<file path="src/rtl/lcd_ctrl_pkg.sv">
// rtl/lcd_ctrl_pkg.sv - shared types, init command bytes and command decode for the LCD controller
// Contents:
//   state_t        controller FSM states
//   init byte set  HD44780-style instructions issued by the built-in init sequence
//   is_long_cmd    true for clear-display / return-home, which need the long execution wait
//   init_cmd       init byte for a given init step
package lcd_ctrl_pkg;

  typedef enum logic [2:0] {
    PWRUP,
    INIT,
    IDLE,
    SETUP,
    EN_HI,
    HOLD,
    EXEC
  } state_t;

  localparam logic [7:0] INIT_WAKE4  = 8'h20;  // only the high nibble (0x2) is strobed
  localparam logic [7:0] FUNC_SET8   = 8'h38;
  localparam logic [7:0] FUNC_SET4   = 8'h28;
  localparam logic [7:0] DISP_ON     = 8'h0C;
  localparam logic [7:0] CLEAR_DISP  = 8'h01;
  localparam logic [7:0] ENTRY_MODE  = 8'h06;
  localparam logic [2:0] INIT_DONE   = 3'd5;

  // Clear (0x01) and home (0x02/0x03) are the only instructions with data[7:2] == 0.
  function automatic logic is_long_cmd(input logic rs, input logic [7:0] data);
    return !rs && (data[7:2] == 6'd0);
  endfunction

  // Step 0 exists only on a 4-bit bus; 8-bit builds start the sequence at step 1.
  function automatic logic [7:0] init_cmd(input logic [2:0] idx, input logic bus4);
    case (idx)
      3'd0:    return INIT_WAKE4;
      3'd1:    return bus4 ? FUNC_SET4 : FUNC_SET8;
      3'd2:    return DISP_ON;
      3'd3:    return CLEAR_DISP;
      default: return ENTRY_MODE;
    endcase
  endfunction

endpackage

</file>
<file path="src/rtl/lcd_cmd_fifo.sv">
// rtl/lcd_cmd_fifo.sv - synchronous command FIFO with occupancy output
// Ports:
//   clk, rst          clock, asynchronous active-high reset (empties the FIFO)
//   push, push_data   write request and entry; ignored when full
//   pop               read request; ignored when empty
//   head              entry at the read pointer (valid when !empty)
//   level, full, empty occupancy
module lcd_cmd_fifo #(
  parameter int WIDTH = 9,
  parameter int DEPTH = 8
) (
  input  logic                   clk,
  input  logic                   rst,
  input  logic                   push,
  input  logic [WIDTH-1:0]       push_data,
  input  logic                   pop,
  output logic [WIDTH-1:0]       head,
  output logic [$clog2(DEPTH):0] level,
  output logic                   full,
  output logic                   empty
);

  localparam int AW = $clog2(DEPTH);

  logic [WIDTH-1:0] mem [DEPTH];
  logic [AW-1:0]    wr_ptr;
  logic [AW-1:0]    rd_ptr;
  logic             do_push;
  logic             do_pop;

  assign full    = (level == (AW+1)'(DEPTH));
  assign empty   = (level == '0);
  assign do_push = push && !full;
  assign do_pop  = pop && !empty;
  assign head    = mem[rd_ptr];

  // Storage is not reset; pointer reset alone discards the contents.
  always_ff @(posedge clk) begin
    if (do_push) mem[wr_ptr] <= push_data;
  end

  // DEPTH is a power of two, so pointers wrap by overflow.
  always_ff @(posedge clk or posedge rst) begin
    if (rst) begin
      wr_ptr <= '0;
      rd_ptr <= '0;
      level  <= '0;
    end else begin
      if (do_push) wr_ptr <= wr_ptr + AW'(1);
      if (do_pop)  rd_ptr <= rd_ptr + AW'(1);
      case ({do_push, do_pop})
        2'b10:   level <= level + (AW+1)'(1);
        2'b01:   level <= level - (AW+1)'(1);
        default: level <= level;
      endcase
    end
  end

endmodule

</file>
<file path="src/rtl/lcd_cmd_ctrl.sv">
// rtl/lcd_cmd_ctrl.sv - write-only character LCD command controller with command FIFO and init sequence
// Ports:
//   clk, rst              clock, asynchronous active-high reset
//   cmd_valid/cmd_ready   command handshake into the FIFO
//   cmd_rs, cmd_data      0 = instruction, 1 = data; byte to write
//   lcd_data              LCD bus (full byte on 8-bit bus, nibbles high-first on 4-bit bus)
//   lcd_en, lcd_rs        enable strobe and register select
//   lcd_rw                tied low, the busy flag is never read
//   busy                  controller not idle or commands still queued
//   fifo_level            entries held in the FIFO
module lcd_cmd_ctrl
  import lcd_ctrl_pkg::*;
#(
  parameter int BUS_W         = 8,
  parameter int FIFO_DEPTH    = 8,
  parameter int T_AS_CYC      = 3,
  parameter int EN_HIGH_CYC   = 12,
  parameter int EXEC_CYC      = 2000,
  parameter int LONG_EXEC_CYC = 80000,
  parameter int POWERUP_CYC   = 750000,
  parameter int INIT_EN       = 1
) (
  input  logic                        clk,
  input  logic                        rst,
  input  logic                        cmd_valid,
  output logic                        cmd_ready,
  input  logic                        cmd_rs,
  input  logic [7:0]                  cmd_data,
  output logic [BUS_W-1:0]            lcd_data,
  output logic                        lcd_en,
  output logic                        lcd_rs,
  output logic                        lcd_rw,
  output logic                        busy,
  output logic [$clog2(FIFO_DEPTH):0] fifo_level
);

  state_t      state;
  logic [31:0] cnt;
  logic [2:0]  init_idx;
  logic        in_init;
  logic        cur_rs;
  logic [7:0]  cur_data;
  logic        nib_lo;   // second (low) nibble of a 4-bit transfer in progress
  logic        single;   // 4-bit wake-up write: high nibble only
  logic        fifo_full;
  logic        fifo_empty;
  logic [8:0]  head;
  logic        pop;
  logic [7:0]  init_byte;
  logic [31:0] exec_lim;

  assign cmd_ready = !fifo_full;
  assign pop       = (state == IDLE) && !fifo_empty;
  assign busy      = (state != IDLE) || (fifo_level != '0);
  assign lcd_rw    = 1'b0;
  assign init_byte = init_cmd(init_idx, BUS_W == 4);
  assign exec_lim  = is_long_cmd(cur_rs, cur_data) ? 32'(LONG_EXEC_CYC) : 32'(EXEC_CYC);

  lcd_cmd_fifo #(
    .WIDTH (9),
    .DEPTH (FIFO_DEPTH)
  ) u_fifo (
    .clk       (clk),
    .rst       (rst),
    .push      (cmd_valid && cmd_ready),
    .push_data ({cmd_rs, cmd_data}),
    .pop       (pop),
    .head      (head),
    .level     (fifo_level),
    .full      (fifo_full),
    .empty     (fifo_empty)
  );

  function automatic logic [BUS_W-1:0] beat(input logic [7:0] b, input logic lo);
    if (BUS_W == 8) return BUS_W'(b);
    return lo ? BUS_W'(b[3:0]) : BUS_W'(b[7:4]);
  endfunction

  // Bus outputs are loaded on entry to each phase so they are stable for the
  // whole phase; lcd_en is a flop, so the async reset drops it immediately.
  always_ff @(posedge clk or posedge rst) begin
    if (rst) begin
      state    <= PWRUP;
      cnt      <= '0;
      init_idx <= '0;
      in_init  <= 1'b0;
      cur_rs   <= 1'b0;
      cur_data <= '0;
      nib_lo   <= 1'b0;
      single   <= 1'b0;
      lcd_en   <= 1'b0;
      lcd_rs   <= 1'b0;
      lcd_data <= '0;
    end else begin
      case (state)
        PWRUP: begin
          if (cnt == 32'(POWERUP_CYC - 1)) begin
            cnt <= '0;
            if (INIT_EN != 0) begin
              state    <= INIT;
              in_init  <= 1'b1;
              init_idx <= (BUS_W == 4) ? 3'd0 : 3'd1;
            end else begin
              state <= IDLE;
            end
          end else begin
            cnt <= cnt + 32'd1;
          end
        end
        INIT: begin
          if (init_idx == INIT_DONE) begin
            in_init <= 1'b0;
            state   <= IDLE;
          end else begin
            cur_rs   <= 1'b0;
            cur_data <= init_byte;
            single   <= (init_idx == 3'd0);
            nib_lo   <= 1'b0;
            lcd_rs   <= 1'b0;
            lcd_data <= beat(init_byte, 1'b0);
            init_idx <= init_idx + 3'd1;
            state    <= SETUP;
          end
        end
        IDLE: begin
          if (!fifo_empty) begin
            cur_rs   <= head[8];
            cur_data <= head[7:0];
            single   <= 1'b0;
            nib_lo   <= 1'b0;
            lcd_rs   <= head[8];
            lcd_data <= beat(head[7:0], 1'b0);
            state    <= SETUP;
          end
        end
        SETUP: begin
          if (cnt == 32'(T_AS_CYC - 1)) begin
            cnt    <= '0;
            lcd_en <= 1'b1;
            state  <= EN_HI;
          end else begin
            cnt <= cnt + 32'd1;
          end
        end
        EN_HI: begin
          if (cnt == 32'(EN_HIGH_CYC - 1)) begin
            cnt    <= '0;
            lcd_en <= 1'b0;
            state  <= HOLD;
          end else begin
            cnt <= cnt + 32'd1;
          end
        end
        HOLD: begin
          if (cnt == 32'(T_AS_CYC - 1)) begin
            cnt <= '0;
            if (BUS_W == 4 && !nib_lo && !single) begin
              nib_lo   <= 1'b1;
              lcd_data <= beat(cur_data, 1'b1);
              state    <= SETUP;
            end else begin
              state <= EXEC;
            end
          end else begin
            cnt <= cnt + 32'd1;
          end
        end
        EXEC: begin
          if (cnt == exec_lim - 32'd1) begin
            cnt   <= '0;
            state <= in_init ? INIT : IDLE;
          end else begin
            cnt <= cnt + 32'd1;
          end
        end
        default: state <= PWRUP;
      endcase
    end
  end

endmodule

</file>
<file path="config.mk">
export PLATFORM = sky130hd
export DESIGN_NAME = lcd_cmd_ctrl
export DESIGN_NICKNAME = d
export VERILOG_FILES = /design/src/rtl/lcd_ctrl_pkg.sv /design/src/rtl/lcd_cmd_fifo.sv /design/src/rtl/lcd_cmd_ctrl.sv
export SDC_FILE = /design/constraint.sdc
export NUM_CORES = 1
export LEC_CHECK = 0
export CAP_MARGIN = 5
export CORE_ASPECT_RATIO = 1.75
export CORE_MARGIN = 5
export CORE_UTILIZATION = 64
export CTS_CLUSTER_SIZE = 28
export DETAILED_ROUTE_END_ITERATION = 6
export DONT_BUFFER_PORTS = 1
export GPL_ROUTABILITY_DRIVEN = 0
export PLACE_DENSITY = 0.87
export SETUP_SLACK_MARGIN = 0.3
export SLEW_MARGIN = 25
export SYNTH_ARGS = -nofsm -noshare
export SYNTH_HDL_FRONTEND = slang
export SYNTH_HIERARCHICAL = 1
export SYNTH_SLANG_ARGS = --single-unit
</file>
<file path="constraint.sdc">
create_clock -name clk -period 3 [get_ports clk]
set_input_delay 0.3 -clock clk [delete_from_list [all_inputs] [get_ports clk]]
set_output_delay 0.3 -clock clk [all_outputs]
set_load 0.03 [all_outputs]
</file>
; ---- Word-level counts from Yosys, hierarchy flattened
; Memory sizes are Yosys's and may differ from the RTL's.
; Cells that the tools add are included.
[word_totals]
ff_bits = 67
ram_bits = 72
in_bits = 12
out_inout_bits = 17
wordCells = 112
mem_count = 1
[classes]
addsub = 7
n_eq_ne = 26
muxes = 42
n_reduce_logical = 25
[memory_table]
columns = name, words, width, rd, rd_clocked_by_memory_dff, write_ports, line_no
row1 = u_fifo.mem, 8, 9, 1, 0, 1, lcd_cmd_fifo.sv:25  ; logic [WIDTH-1:0] mem [DEPTH];
[ops]
columns = op, count
row1 = 2-to-1 mux 32 bit, 4
row2 = case mux 32 bit (4 select lines), 1
row3 = 2-to-1 mux 8 bit, 6
row4 = "adder 32 x 1 -> 32 bit, second input constant", 1
row5 = "== test 32 x 2 -> 1 bit, second input constant", 1
row6 = "== test 32 x 20 -> 1 bit, second input constant", 1
row7 = == test 32 bit, 1
row8 = "== test 32 x 4 -> 1 bit, second input constant", 1
row9 = case mux 8 bit (2 select lines), 2
row10 = case mux 6 bit (4 select lines), 1
row11 = 2-to-1 mux 3 bit, 7
row12 = case mux 3 bit (7 select lines), 1
row13 = "subtractor 17 x 1 -> 18 bit, second input constant", 1
row14 = 2-to-1 mux 17 bit, 1
row15 = "inequality test 2 bit, second input constant", 8
row16 = 2-to-1 mux 1 bit, 13
row17 = "== test 3 x 2 -> 1 bit, second input constant", 4
row18 = "== test 3 bit, second input constant", 4
row19 = AND reduction 3 bit, 4
row20 = "adder 3 x 1 -> 3 bit, second input constant", 3
row21 = case mux 4 bit (2 select lines), 1
row22 = nonzero test 2 bit, 4
row23 = nonzero test 4 bit, 2
row24 = "== test 3 x 1 -> 1 bit, second input constant", 2
row25 = 17 further kinds, 26

; ---- Logic depth before layout (Yosys ltp)
[logic_depth]
depth_word = 7
mapped_depth = 11
ltp_nobuf = 10

; ---- By module
; The synthesis kept the hierarchy.
[modules_own_cells]
columns = module, instances, cells_per_inst, area_per_inst_um2, seq_area_each_um2
row1 = lcd_cmd_fifo, 1, 172, 3439.5, 2412.3
row2 = lcd_cmd_ctrl, 1, 353, 3027.9, 1226.2

; ---- Worst setup path before layout
; No wires, ideal clock.
[synth_timing]
path_type = reg2reg
from = register u_fifo.level[0]
to = register u_fifo.level[3]
setup_ns = 0.134
t_arrival_ns = 2.653
required_ns = 2.866
slack_ns = 0.213
stages_incl_launch_ff = 10
n_path_buf = 0
period_less_slack_ns = 2.787
path_cell_list = dfrtp_1 or4b_4 inv_1 nor2b_1 nand2_2 ha_1 ha_1 or4b_1 o311ai_0 o211ai_1
[synth_between]
elab_chain_len = 6
word_cells_on_any_way = 14
classes_between = 2 x add/sub / 3 x eq/ne / 1 x mux / 8 x reduce/logical
[synth_rtl]
columns = item, line_no
row1 = "start, declared", lcd_cmd_fifo.sv:18  ; output logic [$clog2(DEPTH):0] level,
row2 = "start signal, assigned", lcd_cmd_fifo.sv:52  ; 2'b10: level <= level + (AW+1)'(1);
row3 = "start signal, assigned", lcd_cmd_fifo.sv:53  ; 2'b01: level <= level - (AW+1)'(1);
row4 = "start signal, assigned", lcd_cmd_fifo.sv:54  ; default: level <= level;
row5 = == test 4 bit *, lcd_cmd_fifo.sv:31  ; assign full = (level == (AW+1)'(DEPTH));
row6 = net fifo_full, lcd_cmd_ctrl.sv:45  ; logic fifo_full;
row7 = logical NOT 1 bit *, "lcd_cmd_fifo.sv:33, lcd_cmd_ctrl.sv:52"
row8 = logical AND 1 bit, lcd_cmd_ctrl.sv:65  ; .push (cmd_valid && cmd_ready),
row9 = logical AND 1 bit *, lcd_cmd_fifo.sv:33  ; assign do_push = push && !full;
row10 = == test 2 x 1 -> 1 bit or == test 2 bit (tied branches), lcd_cmd_fifo.sv:51  ; case ({do_push, do_pop})
row11 = case mux 4 bit (2 select lines) or nonzero test 2 bit (tied branches), --
; The timed path passes the listed nets; every way through them passes the cells marked *.
; A chain may end at the register's enable or synchronous reset.

; ---- Worst setup path in the final report
[layout_timing]
from = register u_fifo.level[3]
to = register u_fifo.level[3]
; Same word-level chain as after synthesis.

==> flow_metrics.py <==
metrics = {
    "global_route": {
        "overflow": 0,
        "grt_pass1_vias": 4814,
        "track_usage_pct": 27.5,
        "gr-usage-met1_pct": 29.8,
        "grt_pass1_wl_um": 25400,
        "grt_max_degree": 50,
        "grt_use_met2_pct": 49.7,
        "grt-busiest-layer": "met2",
        "antenna_found_initial": 0,
        "use_met3_pct": 6.99,
    },
    "setup_path": {
        "max_stage_delay_ps": 560,
        "cp.arrival_ps": 2950,
        "worst-path-max-fanout": 8,
        "r2r.worst_path.cells": 9,
        "crit_slowest_cell": "dfrtp_2",
        "r2r_slack_ps": 350,
        "path_delay_family": "simple AND/OR/NAND/NOR gates",
        "critical_path_class": "flop to flop",
        "critical_path_depth": 9,
        "path_cells": "or4b_4 -> inv_2 -> nor2b_2 -> nand2_2 -> ha_4 -> ha_4 -> or4b_1 -> o311ai_0 -> o211ai_1",
        "crit_buf_inv": 1,
        "critical_path.most_common_cell": "ha_4",
        "r2r_end": "u_fifo/level[3]",
        "rr_startpoint": "u_fifo/level[3]",
        "startpoint_type": "flop",
        "endpoint_kind": "flop",
        "cp.required_ps": 3300,
    },
    "drt": {
        "vias": 4729,
        "final_antenna_net_count": 0,
        "wire_per_inst_um": 23.1,
        "totalWireLength_um": 16100,
        "drc": 0,
        "drt-initial-drc-count": 562,
        "first_pass_iters": 5,
        "viasPerCell": 6.79,
    },
    "placed_design": {
        "pre_cts_slack_ps": 211,
        "hpwl_um": 9880,
        "placed_cell_area_um2": 6650,
        "numPortBuffers": 0,
    },
    "clock_tree": {
        "insertion_delay_ps": 430,
        "numCtsBuffers": 17,
        "clock-root-buffer": "clkbuf_16",
        "cts.sinks": 131,
        "cts_buffer_depth": 2,
        "cts_tree": "built",
        "h-tree-depth": 4,
        "path_clk_slew_ps": 60,
    },
    "sta": {
        "tns_ps": 0,
        "period_needed_ps": 2650,
        "post-route-period-util_pct": 88.3,
        "worst_slack_ps": 352,
        "relSlewSlack_pct": 31.0,
        "slew_viol_final": 0,
        "rsz0062_at_grt": "false",
        "fin_skew_ps": 9.86,
        "max_freq_ghz": 0.378,
        "max_slew.worst_pin.slew_ps": 1030,
        "setup_viol": 0,
        "hold_violations": 0,
    },
    "worst_hold_path": {
        "hold_end": "u_fifo/wr_ptr[0]",
        "hold_depth": 3,
        "min_path_type": "input port to flop",
        "min_from": "cmd_valid",
    },
    "logic_synthesis": {
        "avgSynthCellArea_um2": 12.3,
        "ys_seq_area_share_pct": 56.3,
        "syn_area_um2": 6470,
        "synth.area.top_cells": "edfxtp_1 (33%), dfrtp_1 (23%), mux4_1 (3.7%), nand2_1 (3.3%), mux4_2 (3.1%)",
        "synth_nets": 550,
        "synthFlopType": "edfxtp_1",
        "synth_top_cell_by_area": "edfxtp_1",
        "async_flop_share_pct": 45.0,
        "yosys_warnings": 6,
        "synth_top_area_share_pct": 33.4,
        "synthTopCellsByCount": "edfxtp_1 (72), dfrtp_1 (59), nand2_1 (57)",
        "synth.most_common_cell": "edfxtp_1",
        "ys_seq_elements": 131,
        "synth-edff-count": 72,
        "synthCells": 525,
        "synth_cell_types": 65,
    },
    "run_status": {
        "status": "finished clean",
    },
    "cells_and_area": {
        "multiInputGateArea_um2": 2710,
        "fin_area_um2": 7530,
        "fin_nets": 583,
        "antennaDiodeCount": 0,
        "syn2layout_area_growth_pct": 16.5,
        "drive_gt1_share_pct": 18.6,
        "fin_util_pct": 76.0,
        "fill_cells": 556,
        "regArea_um2": 3640,
    },
    "floorplanning": {
        "fp.coreArea_um2": 9910,
        "dieArea_um2": 12300,
        "dieWidth_um": 86.0,
        "pin_count": 29,
        "floorplan.initialDensity_pct": 65.3,
        "die_h_um": 143,
        "rows": 48,
    },
    "power": {
        "peakVddDrop_mv": 0.778,
        "power_leakage_uw": 0.00281,
        "power_density_nw_per_um2": 679,
    },
    "flow_run": {
        "cap_violations": 0,
    },
}
==> worst min-delay path, delay by kind of cell <==
| family | cells | cell delay (ps) |
|---|---|---|
| xor gates and xnor gates | 1 | 90 |
| and+or+nand+nor | 2 | 260 |
==> power breakdown <==
part	internal, µW	switching [µW]
Sequential	2110	139
Combinational	246	385
Clock	1400	824
==> worst max path at each step <==
| stage | start | endpoint | slack, ps |
|---|---|---|---|
| 3_5_place_dp | u_fifo/level[3] | u_fifo/level[3] | 210 |
| 5_1_grt | u_fifo/level[3] | u_fifo/level[3] | 190 |
| 6_report | u_fifo/level[3] | u_fifo/level[3] | 350 |
| 2_1_floorplan | u_fifo/level[0] | u_fifo/level[3] | 350 |
| 3_3_place_gp | u_fifo/level[3] | u_fifo/level[3] | 320 |
| 4_1_cts | cur_data[7] | cnt[5] | 320 |
==> area by class of cell <==
class	instances	share of cell area, %
well taps	125	2.08
clock inverters	13	2.62
clock buffers	19	5.75
repair buffers	37	4.22
multi-input cells	351	36.0
flip-flops and latches	131	48.4
inverters	20	1.01
==> flip-flops by register name, indices dropped and copies added (netlist names) <==
name and flops:
u_fifo/mem 72, u_fifo/rd_ptr 3, in_init 1, cur_rs 1, lcd_en 1, cnt 32, u_fifo/wr_ptr 3, u_fifo/level 4
init_idx 3, state 3, cur_data 8
==> metrics by stage <==
stage                     hold WS [ps]  power [µW]  cells
after floorplan                    140        2610    525
after global placement             181        2760    647
after detailed placement           198        2800    647
after CTS                         48.6        5080    691
after global routing               285        5290    696
final                              274        5110    696
==> layout by cell type (no fill, tap or decap), drive strengths merged, types with 5 or more instances in the layout <==
cell / n
xnor2: 10
mux2: 11
nand4: 14
ha: 12
dlygate4sd3: 11
o41ai: 7
clkbuf: 19
mux4: 18
mux2i: 8
nand3: 19
o31ai: 12
xor2: 5
a21oi: 11
nor3: 22
edfxtp: 72
inv: 23
dfrtp: 59
nand2: 58
buf: 26
nor4: 11
and3: 5
o21ai: 34
nor2: 38
==> cells by family (layout without fill, tap and decap cells) <==
| logic type | after synthesis | in the layout | synth area share, % |
|---|---|---|---|
| buffers and inverters | 43 | 89 | 3.13 |
| AOI/OAI and AO/OA | 92 | 92 | 9.96 |
| and+or+nand+nor | 193 | 193 | 15.5 |
| other | 1 | 1 | 0.0580 |
| xor gates and xnor gates | 15 | 15 | 2.03 |
| DFF | 131 | 131 | 56.3 |
| adders and majority gates | 13 | 13 | 2.63 |
| muxes | 37 | 37 | 10.5 |
==> layer usage <==
| metal | vias to the layer above | share of wire [%] |
|---|---|---|
| met2 | 251 | 54 |
| li1 | 2059 | - |
| met4 | 0 | 4.3 |
| met1 | 2341 | 35 |
| met5 | - | 0 |
| met3 | 78 | 6.2 |
==> what timing repair did <==
| item | 4_1_cts | 5_1_grt |
|---|---|---|
| hold endpoints to repair | 82 | 31 |
| hold buffers | 10 | 1 |
| setup buffers | 2 | 4 |
| pin swaps | 1 | 5 |
| gates resized for setup | 4 | 11 |
| setup endpoints to repair | 1 | 40 |
Power figures use the tool's default switching activity.
